==> src/rtl/card_pkg.sv <==
// Shared types, default shoe geometry and the rank wrap helper for the card source.
package card_pkg;

    typedef enum logic [0:0] {
        IDLE   = 1'b0,
        SEARCH = 1'b1
    } state_t;

    localparam int DEF_MIN_VAL   = 1;
    localparam int DEF_MAX_VAL   = 10;
    localparam int DEF_COPIES    = 4;
    localparam int DEF_FACE_MULT = 4;

    // Out-of-range values fold back to min_val so a corrupted rank self-recovers.
    function automatic int next_rank(input int v, input int min_val, input int max_val);
        return (v >= max_val || v < min_val) ? min_val : v + 1;
    endfunction

endpackage

==> src/rtl/rank_counter.sv <==
// Free-running MIN_VAL..MAX_VAL wrap counter; the dealer samples it to pick a starting rank.
module rank_counter
    import card_pkg::*;
#(
    parameter int MIN_VAL = DEF_MIN_VAL,
    parameter int MAX_VAL = DEF_MAX_VAL,
    parameter int WIDTH   = 4
) (
    input  logic             clock,
    input  logic             reset,
    output logic [WIDTH-1:0] rank
);

    always_ff @(posedge clock) begin
        if (reset) rank <= WIDTH'(MIN_VAL);
        else       rank <= WIDTH'(next_rank(int'(rank), MIN_VAL, MAX_VAL));
    end

endmodule

==> src/rtl/card_dealer.sv <==
// Finite-shoe card source with req/valid handshake; skips depleted ranks.
// Optional CARDS_LEFT_EN adds a running cards_left output that also drives empty.
//
// state  | meaning
// IDLE   | waiting for draw_req; empty shoe turns a request into draw_err
// SEARCH | probing remaining[probe], stepping to the next rank until stock is found
module card_dealer
    import card_pkg::*;
#(
    parameter int MIN_VAL   = DEF_MIN_VAL,
    parameter int MAX_VAL   = DEF_MAX_VAL,
    parameter int COPIES    = DEF_COPIES,
    parameter int FACE_MULT = DEF_FACE_MULT,
    parameter int WIDTH     = 4
) (
    input  logic             clock,
    input  logic             reset,
    input  logic             draw_req,
    input  logic             shuffle,
    output logic [WIDTH-1:0] card,
    output logic             card_valid,
    output logic             draw_err,
    output logic             busy,
    output logic             empty
`ifdef CARDS_LEFT_EN
    ,
    output logic [$clog2(COPIES*(MAX_VAL-MIN_VAL)+COPIES*FACE_MULT+1)-1:0] cards_left
`endif
);

    localparam int CW    = $clog2(COPIES*FACE_MULT+1);
    localparam int TOTAL = COPIES*(MAX_VAL-MIN_VAL) + COPIES*FACE_MULT;
    localparam int LW    = $clog2(TOTAL+1);

    state_t           state, state_nx;
    logic [WIDTH-1:0] rank, probe, probe_nx;
    logic [CW-1:0]    remaining [MIN_VAL:MAX_VAL];
    logic [CW-1:0]    probe_cnt;
    logic             take, err_nx;

    function automatic logic [CW-1:0] restock(input int r);
        return (r == MAX_VAL) ? CW'(COPIES*FACE_MULT) : CW'(COPIES);
    endfunction

    rank_counter #(
        .MIN_VAL (MIN_VAL),
        .MAX_VAL (MAX_VAL),
        .WIDTH   (WIDTH)
    ) u_rank_counter (
        .clock (clock),
        .reset (reset),
        .rank  (rank)
    );

    always_comb begin
        probe_cnt = '0;
        for (int r = MIN_VAL; r <= MAX_VAL; r++) begin
            if (probe == WIDTH'(r)) probe_cnt = remaining[r];
        end
    end

    always_comb begin
        state_nx = state;
        probe_nx = probe;
        take     = 1'b0;
        err_nx   = 1'b0;
        case (state)
            IDLE: begin
                if (draw_req) begin
                    if (empty) begin
                        err_nx = 1'b1;
                    end else begin
                        probe_nx = rank;
                        state_nx = SEARCH;
                    end
                end
            end
            SEARCH: begin
                if (probe_cnt != '0) begin
                    take     = 1'b1;
                    state_nx = IDLE;
                end else begin
                    probe_nx = WIDTH'(next_rank(int'(probe), MIN_VAL, MAX_VAL));
                end
            end
            default: state_nx = IDLE;
        endcase
        // Shuffle aborts any draw in flight and swallows a coincident request.
        if (shuffle) begin
            state_nx = IDLE;
            take     = 1'b0;
            err_nx   = 1'b0;
        end
    end

    always_ff @(posedge clock) begin
        if (reset) begin
            state      <= IDLE;
            probe      <= WIDTH'(MIN_VAL);
            card       <= '0;
            card_valid <= 1'b0;
            draw_err   <= 1'b0;
        end else begin
            state      <= state_nx;
            probe      <= probe_nx;
            card_valid <= take;
            draw_err   <= err_nx;
            if (take) card <= probe;
        end
    end

    always_ff @(posedge clock) begin
        for (int r = MIN_VAL; r <= MAX_VAL; r++) begin
            if (reset || shuffle)
                remaining[r] <= restock(r);
            else if (take && probe == WIDTH'(r))
                remaining[r] <= remaining[r] - 1'b1;
        end
    end

    assign busy = (state == SEARCH);

`ifdef CARDS_LEFT_EN
    always_ff @(posedge clock) begin
        if (reset || shuffle) cards_left <= LW'(TOTAL);
        else if (take)        cards_left <= cards_left - 1'b1;
    end

    assign empty = (cards_left == '0);
`else
    logic any_stock;

    always_comb begin
        any_stock = 1'b0;
        for (int r = MIN_VAL; r <= MAX_VAL; r++) begin
            any_stock = any_stock | (remaining[r] != '0);
        end
    end

    assign empty = ~any_stock;
`endif

endmodule

==> config.mk <==
export PLATFORM = sky130hd
export DESIGN_NAME = card_dealer
export DESIGN_NICKNAME = d
export VERILOG_FILES = /design/src/rtl/card_pkg.sv /design/src/rtl/rank_counter.sv /design/src/rtl/card_dealer.sv
export SDC_FILE = /design/constraint.sdc
export NUM_CORES = 1
export LEC_CHECK = 0
export CAP_MARGIN = 30
export CORE_AREA = 2 2 84 86
export DETAILED_ROUTE_END_ITERATION = 12
export DIE_AREA = 0 0 86 88
export MAX_ROUTING_LAYER = met4
export PLACE_DENSITY = 0.75
export SLEW_MARGIN = 20
export SYNTH_ARGS = -nofsm -noshare
export SYNTH_HDL_FRONTEND = slang
export SYNTH_SLANG_ARGS = --single-unit
==> constraint.sdc <==
create_clock -name clock -period 7 [get_ports clock]
set_input_delay 2.1 -clock clock [delete_from_list [all_inputs] [get_ports clock]]
set_output_delay 2.1 -clock clock [all_outputs]
set_load 0.01 [all_outputs]
Word-level counts from Yosys, hierarchy flattened
Memory sizes are Yosys's and may differ from the RTL's.
Cells that the tools add are included.
{"block": "totals", "register_bits": 15, "output_inout_bits": 8, "mem_bits_ro": 0, "ramBits": 50, "memories": 1, "latchBits": 0}
{"memory": "remaining", "words": 10, "word_bits": 5, "rd": 10, "rd_clocked_by_memory_dff": 0, "wr": 10, "line": "card_dealer.sv:37", "text": "logic [CW-1:0] remaining [MIN_VAL:MAX_VAL];"}
{"block": "classes", "div": 0, "n_lt_le_gt_ge": 4, "multipliers": 0, "bitwise": 22, "n_shift": 0, "n_eq_ne": 13, "reduce_logical": 28, "mux": 65, "addsub": 12}
{"cell": "$mux 5", "count": 20}
{"cell": "$reduce_bool 5->1", "count": 11}
{"cell": "$sub 5x1->5 const B", "count": 10}
{"cell": "$mux 1", "count": 39}
{"cell": "$or 1x1->1", "count": 19}
{"cell": "$eq 4x3->1 const B", "count": 4}
{"cell": "$mux 4", "count": 4}
{"cell": "$eq 4x4->1 const B", "count": 3}
{"cell": "$logic_and 1x1->1", "count": 10}
{"cell": "$add 4x1->4 const B", "count": 2}
{"cell": "$eq 4x2->1 const B", "count": 2}
{"cell": "$ge 4x4->1 const B", "count": 2}
{"cell": "$lt 4x1->1 const B", "count": 2}
{"cell": "$pmux 4 s2", "count": 1}
{"cell": "$ne 2x2->1 const B", "count": 3}
{"cell": "$eq 4x1->1 const B", "count": 1}
{"cell": "$reduce_or 2->1", "count": 2}
{"cell": "$reduce_or 4->1", "count": 1}
{"cell": "$logic_or 1x1->1", "count": 3}
{"cell": "$not 1->1", "count": 3}
{"cell": "$reduce_and 3->1", "count": 1}
{"cell": "$pmux 1 s2", "count": 1}

Depth between registers and ports, before layout
Gate-level depths: netlist of the first run.
{"block": "depth", "depth_word": 20, "mapped_depth": 13, "mapped_depth_nobuf": 9}

Modules after synthesis
From an unflattened synthesis of the first run, not the netlist that was laid out.
{"block": "hier_totals", "cells_unflattened": 397, "hier_area_um2": 3948.8}
{"module": "card_dealer", "instances": 1, "area_each_um2": 3747.3, "cells_per_inst": 377}
{"module": "rank_counter", "instances": 1, "area_each_um2": 201.4, "cells_per_inst": 20}

Worst setup path after synthesis of the first run
Ideal clock, no wire load.
{"block": "synth_timing", "path_type": "reg-to-output", "start": "register, netlist name remaining[0][30]", "end": "output port empty", "t_arrival_ns": 1.500, "n_path_buf": 0, "path_stages_with_launch": 7, "slack_ns": 3.400, "required_time_ns": 4.900, "path_cell_list": "edfxtp_1 > inv_1 > ha_1 > nor3b_1 > nand4_1 > or3_1 > inv_1"}
{"element": "end: declaration", "line": "card_dealer.sv:24", "text": "output logic empty"}

==> impl_metrics.csv, run 1 <==
group,metric,value,unit
timing,timing_max_transition_violations_final,0,
logic_synthesis,synthesis.yosys.warnings,0,
clock_network,root_buffer,"sky130_fd_sc_hd__clkbuf_8",
clock_network,cts_hold_repair.buffers,0,
grt,antenna_found_initial,0,
clock_network,clkSlewWorstSetupHoldPaths,70,ps
finish,final_layout_size_suffix_gt1_share,6.82,%
logic_synthesis,synthesized_netlist_cell_count,392,
worst_setup_path,setup.worst_path.class,"flip-flop to output port",
placed_design,count_of_input_and_output_buffers,11,
routing,detailroute.via_count,3118,
timing,final.setup_skew,7.53,ps
clock_network,setup_fix_buffers_added_after_clock_tree_synthesis,0,
clock_network,cts_tree,"yes",
timing,rsz0062_at_grt,"no",
floorplan,ioPinCount,12,
finish,syn_to_final_growth,7.00,%
clock_network,cts_made_buffers,9,
placed_design,hpwlAfterDp,5.96,mm
logic_synthesis,async_reset_ff_share,0,%
finish,finalNonFillerCells,476,
logic_synthesis,top_flip_flop_cell_by_instance_count_after_synthesis,"sky130_fd_sc_hd__edfxtp_1",
timing,setup_tns,0,ps
timing,fin_crit,4810,ps
routing,vias_per_cell,6.55,
timing,max_slew_margin,43.4,%
worst_setup_path,worstPathArrival,2710,ps
grt,grt_pass1_vias,2890,
worst_setup_path,end_kind,"output port",
logic_synthesis,post_synthesis_net_count,417,
timing,worst-slew-pin-transition,842,ps
logic_synthesis,synth.ff_latch_count,65,
timing,min_period_over_period,68.8,%
floorplan,design.die.area,7570,um2
routing,first_iter_violations,332,
placed_design,cells_after_dpl,459,
hold_path,holdCritPathClass,"flip-flop to flip-flop",
placed_design,gp_routability_congestion,0.943,
power_and_ir_drop,leakage,1.38,nW
finish,num-nets-final,416,
power_and_ir_drop,power.total,1.01,mW
clock_network,insertion_delay_to_the_later_sink_of_the_worst_skew_pair,350,ps
routing,route.antenna.remaining_nets,0,
timing,hold_viol_final,0,
timing,timing.hold.ws,451,ps
floorplan,placementRows,30,
clock_network,clock_tree.htree_level_count,3,
finish,design_area,4270,um2
routing,route.detailed.drc,0,
worst_setup_path,critPathSlowestCell,"sky130_fd_sc_hd__clkdlybuf4s50_1",
finish,fillers,529,
run_status,outcome,"finished clean",
finish,antenna-diode-count,0,
logic_synthesis,syn_avg_cell_area,10.2,um2
power_and_ir_drop,cellPowerDensity,236,nW/um2
routing,routed_wl,8.63,mm
worst_setup_path,worstPathMaxFanout,3,
worst_setup_path,crit_top_cell,"sky130_fd_sc_hd__inv_1",
worst_setup_path,crit_path_cell_trace,"inv_1 > ha_1 > nor3b_1 > nand4_1 > or3_1 > inv_1 > clkdlybuf4s50_1",
grt,grt_util_all_layers,25.4,%
logic_synthesis,ys_types,54,
grt,grt_first_pass_wirelength,14.5,mm
logic_synthesis,syn_area,3990,um2
power_and_ir_drop,vdd_drop_max,0.179,mV
placed_design,post_dp_cell_area,4040,um2
clock_network,max_buffers_root_to_sink,2,
floorplan,floorplan.die.height,88,um
floorplan,initial_core_util,60.0,%
timing,count_of_endpoints_failing_setup_in_the_final_report,0,
clock_network,cts_num_sinks,65,
grt,globalRouteOverflowTotal,0,
routing,routedWlPerCell,18.1,um
floorplan,die_w,86,um
clock_network,cts.repair.resized,0,
grt,largest_net_degree_at_the_start_of_global_routing,59,
routing,drtPass1Iterations,5,
run,cap_viol_max_count,0,
worst_setup_path,critPathMaxStageDelay,530,ps
floorplan,fp.coreArea,6640,um2
logic_synthesis,post_synthesis_sequential_area_ratio,45.2,%
worst_setup_path,cp.required,4900,ps
worst_setup_path,start_kind,"flip-flop",
timing,max_freq,208,MHz
logic_synthesis,post_synth_edffs,50,
## state kept, by name, summed over array words and instances, names as in the netlist
name / flops
draw_err: 1
card_valid: 1
busy: 1
u_rank_counter.rank: 4
card: 4
probe: 4
remaining: 50
## cell families after synthesis
logic type / Yosys count / synth area share, %
buffers and inverters: 60 / 7.38
flip-flops: 65 / 45.2
XOR/XNOR: 33 / 7.25
multiplexers: 4 / 1.04
adder cells (fa/ha/maj): 21 / 6.59
AO/OA/AOI/OAI: 60 / 10.8
AND/OR/NAND/NOR: 149 / 21.8
## through the flow
step	utilization [%]	worst slack (ps)
after global placement	60.8	2620
after detailed placement	60.8	2590
after CTS	64.0	2230
after global routing	64.2	2020
final	64.2	2190
after floorplan	-	3400
## report_power, final
part           internal (mW)  total [mW]  switching [mW]
Sequential             0.438       0.470          0.0321
Combinational         0.0772       0.205           0.127
Clock                  0.189       0.333           0.144
Total                  0.704        1.01           0.303
## cell usage in the layout (no fill, tap or decap), types with 2 or more instances in the layout
cell and instances:
sky130_fd_sc_hd__nand2_1 18, sky130_fd_sc_hd__nand3b_1 8, sky130_fd_sc_hd__a21oi_1 19, sky130_fd_sc_hd__o211ai_1 2, sky130_fd_sc_hd__a221oi_2 3, sky130_fd_sc_hd__edfxtp_1 50
sky130_fd_sc_hd__a221oi_1 4, sky130_fd_sc_hd__o21ai_0 9, sky130_fd_sc_hd__ha_1 21, sky130_fd_sc_hd__nor2b_1 3, sky130_fd_sc_hd__mux2i_1 3, sky130_fd_sc_hd__nor3b_1 8
sky130_fd_sc_hd__nand2b_1 10, sky130_fd_sc_hd__nor2_1 21, sky130_fd_sc_hd__clkbuf_8 13, sky130_fd_sc_hd__nor4_1 38, sky130_fd_sc_hd__xnor2_1 20, sky130_fd_sc_hd__nand3_1 4
sky130_fd_sc_hd__o31ai_1 5, sky130_fd_sc_hd__nor4b_1 4, sky130_fd_sc_hd__inv_1 35, sky130_fd_sc_hd__dfxtp_1 15, sky130_fd_sc_hd__nor3_1 13, sky130_fd_sc_hd__clkdlybuf4s50_1 11
sky130_fd_sc_hd__or4_1 10, sky130_fd_sc_hd__nand4_1 4, sky130_fd_sc_hd__a31oi_1 3, sky130_fd_sc_hd__xor2_1 13
## cell type report
| type | count | area, um2 | share of cell area (%) |
|---|---|---|---|
| multi-input cells | 267 | 1890 | 44.3 |
| clock buffers | 15 | 208 | 4.87 |
| repair buffers | 13 | 129 | 3.02 |
| inverters | 35 | 131 | 3.08 |
| flip-flops and latches | 65 | 1800 | 42.2 |
| clock inverters | 1 | 5.00 | 0.117 |
| well taps | 80 | 100 | 2.35 |
## worst paths after layout
kind                                from                     end  slack [ps]  depth (start not counted)
setup / recovery        remaining[0][40]                   empty        2190                          7
hold / removal    u_rank_counter.rank[0]  u_rank_counter.rank[0]         450                          1
setup reg to reg                probe[0]        remaining[0][43]        3000                          9
hold reg to reg   u_rank_counter.rank[0]  u_rank_counter.rank[0]         450                          1
## worst max-delay path, delay by kind of cell (launching register included)
kind	cells	cell delay (ps)
adders and majority gates	1	180
DFF	1	410
buffers and inverters	3	720
and+or+nand+nor	3	1040
## layer usage
| layer | up-vias | GRT usage, % | part of all wire [%] |
|---|---|---|---|
| li1 | 1463 | - | - |
| met1 | 1525 | 35.6 | 45 |
| met2 | 107 | 36.3 | 46 |
| met3 | 23 | 4.15 | 6.0 |
| met4 | 0 | 11.4 | 2.8 |
| met5 | - | - | 0 |
## cells in the mapped netlist, types with 8 or more instances
master                     instances  area share, %
sky130_fd_sc_hd__nor3b_1           8            1.5
sky130_fd_sc_hd__nand2_1          18            1.7
sky130_fd_sc_hd__dfxtp_1          15            7.5
sky130_fd_sc_hd__nor4_1           38            6.0
sky130_fd_sc_hd__inv_1            35            3.3
sky130_fd_sc_hd__a21oi_1          19            2.4
sky130_fd_sc_hd__nor3_1           13            1.6
sky130_fd_sc_hd__or4_1            10            1.9
sky130_fd_sc_hd__nand3b_1          8            1.5
sky130_fd_sc_hd__nor2_1           21            2.0
sky130_fd_sc_hd__edfxtp_1         50             38
sky130_fd_sc_hd__ha_1             21            6.6
sky130_fd_sc_hd__clkbuf_1          9           0.85
sky130_fd_sc_hd__xnor2_1          20            4.4
sky130_fd_sc_hd__xor2_1           13            2.9
sky130_fd_sc_hd__o21ai_0           9            1.1
sky130_fd_sc_hd__nand2b_1         10            1.6
(Power assumes the default switching activity.)
==> run 2, diff against run 1 <==
CORE_AREA = 2 2 88 90   (was 2 2 84 86)
DIE_AREA = 0 0 90 92   (was 0 0 86 88)
PLACE_DENSITY = 0.72   (was 0.75)
clock period = 4 ns   (was 7 ns; I/O delays follow)
==> run 2 against run 1 <==
Effect of this change: final cell count grew 7.1%; clock power up 61%; critical path type unchanged; worst hold slack worse by 3.5 ps; largest cell class unchanged; utilization fell by 5.5 points; highest routed layer unchanged; final area up 2.5%; via count is 0.51% lower; first-iteration DRC count fell by 21%; global-route usage shrank 1.4 points; critical path depth unchanged; sequential share of layout area down 1.0 points; non-clock buffer count rose by 12; sequential cell count stayed put.
==> impl_metrics.csv, run 2 (synthesis results as in run 1) <==
group,metric,value,unit
finish,syn_to_final_growth,9.67,%
timing,min_period_over_period,96.4,%
grt,grt_pass1_vias,3005,
finish,finalNonFillerCells,510,
finish,fillers,658,
worst_setup_path,crit_top_cell,"sky130_fd_sc_hd__inv_1",
clock_network,root_buffer,"sky130_fd_sc_hd__clkbuf_8",
floorplan,die_w,90,um
worst_setup_path,start_kind,"flip-flop",
worst_setup_path,setup.worst_path.class,"flip-flop to output port",
finish,layout_commonest_cell,"sky130_fd_sc_hd__edfxtp_1",
routing,route.antenna.remaining_nets,0,
floorplan,design.die.area,8280,um2
timing,hold_viol_final,0,
finish,final_util,58.7,%
placed_design,count_of_input_and_output_buffers,11,
routing,routed_wl,9.18,mm
worst_setup_path,end_kind,"output port",
clock_network,cts_tree,"yes",
hold_path,holdCritPathClass,"flip-flop to flip-flop",
floorplan,ioPinCount,12,
worst_setup_path,cpLargestDelayFamily,"simple AND/OR/NAND/NOR gates",
timing,fin_crit,3860,ps
timing,setup_tns,0,ps
clock_network,setup_fix_buffers_added_after_clock_tree_synthesis,0,
timing,max_freq,259,MHz
routing,drtPass1Iterations,6,
grt,grt_util_all_layers,24.0,%
worst_setup_path,worstPathArrival,2660,ps
run_status,outcome,"finished clean",
timing,worst-slew-pin-transition,793,ps
routing,route.detailed.drc,0,
grt,antenna_found_initial,0,
worst_setup_path,critPathSlowestCell,"sky130_fd_sc_hd__clkdlybuf4s50_1",
clock_network,clock_tree.htree_level_count,3,
timing,fin_ws,142,ps
finish,number_of_flip_flops_in_the_largest_register,50,
power_and_ir_drop,leakage,1.42,nW
floorplan,fp.coreArea,7450,um2
timing,final.setup_skew,12.2,ps
power_and_ir_drop,cellPowerDensity,398,nW/um2
worst_setup_path,critPathMaxStageDelay,540,ps
routing,detailroute.via_count,3102,
power_and_ir_drop,vdd_drop_max,0.228,mV
finish,antenna-diode-count,0,
placed_design,cells_after_dpl,494,
worst_setup_path,worstPathMaxFanout,3,
clock_network,cts_made_buffers,9,
finish,final_layout_size_suffix_gt1_share,10.0,%
finish,layout_common_cells,"sky130_fd_sc_hd__edfxtp_1, sky130_fd_sc_hd__nor4_1, sky130_fd_sc_hd__inv_1",
routing,vias_per_cell,6.08,
finish,max_flop_register,"remaining",
floorplan,initial_core_util,53.5,%
worst_setup_path,cp.required,2800,ps
placed_design,detailedPlace.worstSlack,405,ps
worst_setup_path,crit_path_cell_trace,"inv_1 > ha_1 > nor3b_1 > nand4_1 > or3_1 > inv_1 > clkdlybuf4s50_1",
clock_network,cts.repair.resized,0,
timing,timing_max_transition_violations_final,0,
placed_design,gp_routability_congestion,0.939,
floorplan,floorplan.die.height,92,um
clock_network,clkSlewWorstSetupHoldPaths,70,ps
worst_setup_path,crit_buf_inv,3,
clock_network,max_buffers_root_to_sink,2,
clock_network,insertion_delay_to_the_later_sink_of_the_worst_skew_pair,360,ps
finish,num-nets-final,428,
clock_network,cts_num_sinks,65,
grt,grt_first_pass_wirelength,15.0,mm
routing,routedWlPerCell,18.0,um
timing,max_slew_margin,46.6,%
timing,count_of_endpoints_failing_setup_in_the_final_report,0,
run,cap_viol_max_count,0,
timing,rsz0062_at_grt,"no",
clock_network,cts_hold_repair.buffers,0,
floorplan,placementRows,32,
grt,largest_net_degree_at_the_start_of_global_routing,51,
placed_design,hpwlAfterDp,6.67,mm
grt,globalRouteOverflowTotal,0,
routing,first_iter_violations,263,
run 2: changes by cell type in the layout (fill, tap and decap cells not counted):
cell | previous run | this run
sky130_fd_sc_hd__buf_4 | 1 | 14
sky130_fd_sc_hd__clkbuf_8 | 13 | 9
sky130_fd_sc_hd__nor3b_1 | 8 | 4
sky130_fd_sc_hd__nor3b_2 | 0 | 4
sky130_fd_sc_hd__clkinv_1 | 0 | 3
sky130_fd_sc_hd__clkinvlp_4 | 0 | 2
sky130_fd_sc_hd__buf_6 | 1 | 0
sky130_fd_sc_hd__bufinv_16 | 0 | 1
sky130_fd_sc_hd__clkbuf_1 | 1 | 0
sky130_fd_sc_hd__clkbuf_16 | 1 | 0
run 2: metal layers:
layer / GRT usage [%] / routed length (um) / vias up
li1: - / - / 1478
met1: 31.7 / 4080 / 1506
met2: 36.5 / 4390 / 99
met3: 4.03 / 517 / 19
met4: 11.3 / 198 / 0
met5: - / 0 / -
run 2: path summary, 6_finish.rpt:
check / start / endpoint / slack [ps] / cells past startpoint
max: remaining[0][45] / empty / 140 / 7
min: u_rank_counter.rank[0] / u_rank_counter.rank[0] / 450 / 1
max reg2reg: probe[0] / remaining[0][35] / 550 / 8
min reg2reg: u_rank_counter.rank[0] / u_rank_counter.rank[0] / 450 / 1
run 2: final cells by class:
class,instances,area [um2],share of cell area [%]
Clock buffer,9,124,2.83
Timing Repair Buffer,25,215,4.92
Inverter,35,131,3.01
Clock inverter,7,61.3,1.40
Tap cell,102,128,2.92
Sequential cell,65,1800,41.2
Multi-Input combinational cell,267,1910,43.7
run 2: power breakdown:
part           switching [mW]  internal [mW]  total, mW
combinational           0.234          0.147      0.381
sequential             0.0565          0.766      0.823
clock                   0.258          0.280      0.537
total                   0.548           1.19       1.74
run 2: per-stage QoR:
step	hold WS (ps)	total power [mW]	cell area [um2]
floorplan	400	1.12	3990
global placement	426	1.20	4170
detailed placement	435	1.21	4170
CTS	452	1.74	4350
global route	482	1.82	4370
finish	448	1.74	4370
==> run 3, diff against run 2 <==
CORE_AREA = 2 2 84 86   (was 2 2 88 90)
DIE_AREA = 0 0 86 88   (was 0 0 90 92)
PLACE_DENSITY = 0.75   (was 0.72)
clock period = 4.5 ns   (was 4 ns; I/O delays follow)
==> run 3 against run 2 <==
Effect of this change: final area decreased by 3.0%; sequential power decreased by 11%; critical path depth unchanged; total power decreased by 13%; worst hold slack improved by 3.4 ps; largest cell class unchanged; clock skew decreased by 4.6 ps; global-route usage increased by 1.6 points; die area decreased by 8.6%; register-to-register slack improved by 60 ps; sequential cell count unchanged; setup slack improved by 330 ps; clock-buffer cell count increased by 4.
==> impl_metrics.csv, run 3 (synthesis results as in run 1) <==
group,metric,value,unit
timing,timing_max_transition_violations_final,0,
routing,route.antenna.remaining_nets,0,
worst_setup_path,critPathMaxStageDelay,530,ps
power_and_ir_drop,power.share.sequential,48.6,%
grt,grt_first_pass_wirelength,14.4,mm
timing,final.setup_skew,7.56,ps
timing,max_slew_margin,42.8,%
power_and_ir_drop,vdd_drop_max,0.210,mV
worst_setup_path,start_kind,"flip-flop",
run,cap_viol_max_count,0,
clock_network,cts_made_buffers,9,
timing,count_of_endpoints_failing_setup_in_the_final_report,0,
clock_network,max_buffers_root_to_sink,2,
floorplan,fp.coreArea,6640,um2
routing,route.detailed.drc,0,
finish,layout_common_cells,"sky130_fd_sc_hd__edfxtp_1, sky130_fd_sc_hd__nor4_1, sky130_fd_sc_hd__inv_1",
power_and_ir_drop,comb_power_share,21.3,%
clock_network,clkSlewWorstSetupHoldPaths,70,ps
timing,hold_viol_final,0,
grt,grt_util_all_layers,25.6,%
worst_setup_path,cp.required,3150,ps
finish,syn_to_final_growth,6.34,%
worst_setup_path,rr_endpoint,"remaining[0][41]",
floorplan,die_w,86,um
timing,min_period_over_period,89.5,%
timing,max_freq,248,MHz
finish,num-nets-final,418,
worst_setup_path,worstSetupPathDepth,7,
routing,routed_wl,8.91,mm
worst_setup_path,timing.critical_path.to,"empty",
power_and_ir_drop,cellPowerDensity,355,nW/um2
worst_setup_path,worstPathArrival,2680,ps
worst_setup_path,reg2reg_slack,610,ps
finish,fillers,536,
placed_design,gp_routability_congestion,0.983,
routing,detailroute.via_count,3104,
clock_network,insertion_delay_to_the_later_sink_of_the_worst_skew_pair,350,ps
worst_setup_path,regToRegStartpoint,"probe[0]",
placed_design,count_of_input_and_output_buffers,11,
grt,globalRouteOverflowTotal,0,
worst_setup_path,end_kind,"output port",
clock_network,cts_num_sinks,65,
clock_network,setup_fix_buffers_added_after_clock_tree_synthesis,0,
routing,vias_per_cell,6.49,
grt,largest_net_degree_at_the_start_of_global_routing,43,
clock_network,cts_hold_repair.buffers,0,
placed_design,hpwlAfterDp,6.30,mm
finish,number_of_flip_flops_in_the_largest_register,50,
routing,first_iter_violations,333,
worst_setup_path,crit_path_cell_trace,"inv_1 > ha_1 > nor3b_1 > nand4_1 > or3_1 > inv_1 > clkdlybuf4s50_1",
clock_network,cts_tree,"yes",
timing,worst-slew-pin-transition,850,ps
clock_network,clock_tree.htree_level_count,3,
finish,max_flop_register,"remaining",
clock_network,root_buffer,"sky130_fd_sc_hd__clkbuf_8",
power_and_ir_drop,net-switching-power,0.472,mW
floorplan,design.die.area,7570,um2
worst_setup_path,crit_buf_inv,3,
finish,antenna-diode-count,0,
grt,antenna_found_initial,0,
floorplan,floorplan.die.height,88,um
finish,layout_commonest_cell,"sky130_fd_sc_hd__edfxtp_1",
placed_design,detailedPlace.worstSlack,731,ps
power_and_ir_drop,swShare,31.3,%
power_and_ir_drop,power.total,1.51,mW
routing,routedWlPerCell,18.6,um
timing,setup_tns,0,ps
worst_setup_path,r2r_cells,9,
floorplan,placementRows,30,
power_and_ir_drop,total_internal_power,1.03,mW
worst_setup_path,crit_top_cell,"sky130_fd_sc_hd__inv_1",
timing,fin_crit,4030,ps
finish,design_area,4240,um2
clock_network,cts.repair.resized,0,
worst_setup_path,cpLargestDelayFamily,"simple AND/OR/NAND/NOR gates",
grt,grt_pass1_vias,2897,
timing,rsz0062_at_grt,"no",
worst_setup_path,setup.worst_path.class,"flip-flop to output port",
routing,drtPass1Iterations,5,
worst_setup_path,critPathLaunch,"remaining[0][35]",
power_and_ir_drop,clockPowerShare,30.1,%
finish,final_layout_size_suffix_gt1_share,6.78,%
placed_design,post_dp_cell_area,4060,um2
worst_setup_path,worstPathMaxFanout,4,
timing,fin_ws,471,ps
hold_path,holdCritPathClass,"flip-flop to flip-flop",
power_and_ir_drop,leakage,1.37,nW
floorplan,ioPinCount,12,
floorplan,initial_core_util,60.0,%
worst_setup_path,critPathSlowestCell,"sky130_fd_sc_hd__clkdlybuf4s50_1",
run_status,outcome,"finished clean",
==> run 3: changes by cell type in the layout (fill, tap and decap cells not counted), sizes merged <==
cell,before,now
clkinv,4,3
bufinv,1,0
buf,14,4
clkbuf,9,13
clkinvlp,2,0
==> run 3: layout make-up <==
cell class	instances	area (um2)	area share [%]
clock buffer	13	160	3.78
clock inverter	3	15.0	0.354
inverter	35	131	3.10
multi-input combinational	267	1890	44.6
sequential	65	1800	42.5
tap	80	100	2.36
timing repair buffer	15	140	3.31
==> run 3: worst min-delay path by stage <==
stage / start / to / slack [ps] / depth (start not counted)
4_1_cts: u_rank_counter.rank[0] / u_rank_counter.rank[0] / 460 / 1
3_5_place_dp: u_rank_counter.rank[0] / u_rank_counter.rank[0] / 440 / 1
3_3_place_gp: u_rank_counter.rank[0] / u_rank_counter.rank[0] / 420 / 1
5_1_grt: u_rank_counter.rank[0] / u_rank_counter.rank[0] / 490 / 1
6_report: u_rank_counter.rank[0] / u_rank_counter.rank[0] / 450 / 1
2_1_floorplan: u_rank_counter.rank[0] / u_rank_counter.rank[0] / 400 / 1
==> run 3: metrics by stage <==
step	std cells	util (%)	hold slack [ps]
2_1_floorplan	392	-	400
3_3_place_gp	462	61.2	421
4_1_cts	478	63.8	456
3_5_place_dp	462	61.2	441
5_1_grt	478	63.8	491
6_report	478	63.8	451
==> run 3: routing by layer <==
metal	track usage (%)	vias up	routed length [um]	part of all wire [%]
met4	12.4	0	246	2.8
met3	4.43	24	613	6.9
met2	37.6	137	4020	45
li1	-	1458	-	-
met5	-	-	0	0
met1	34.3	1485	4030	45
==> run 3: power by group through the flow <==
stage	sequential, mW	clock (mW)	combinational [mW]
4_1_cts	0.731	0.460	0.318
3_3_place_gp	0.742	0	0.310
5_1_grt	0.737	0.479	0.354
3_5_place_dp	0.744	0	0.316
6_report	0.732	0.453	0.321
2_1_floorplan	0.725	0	0.275
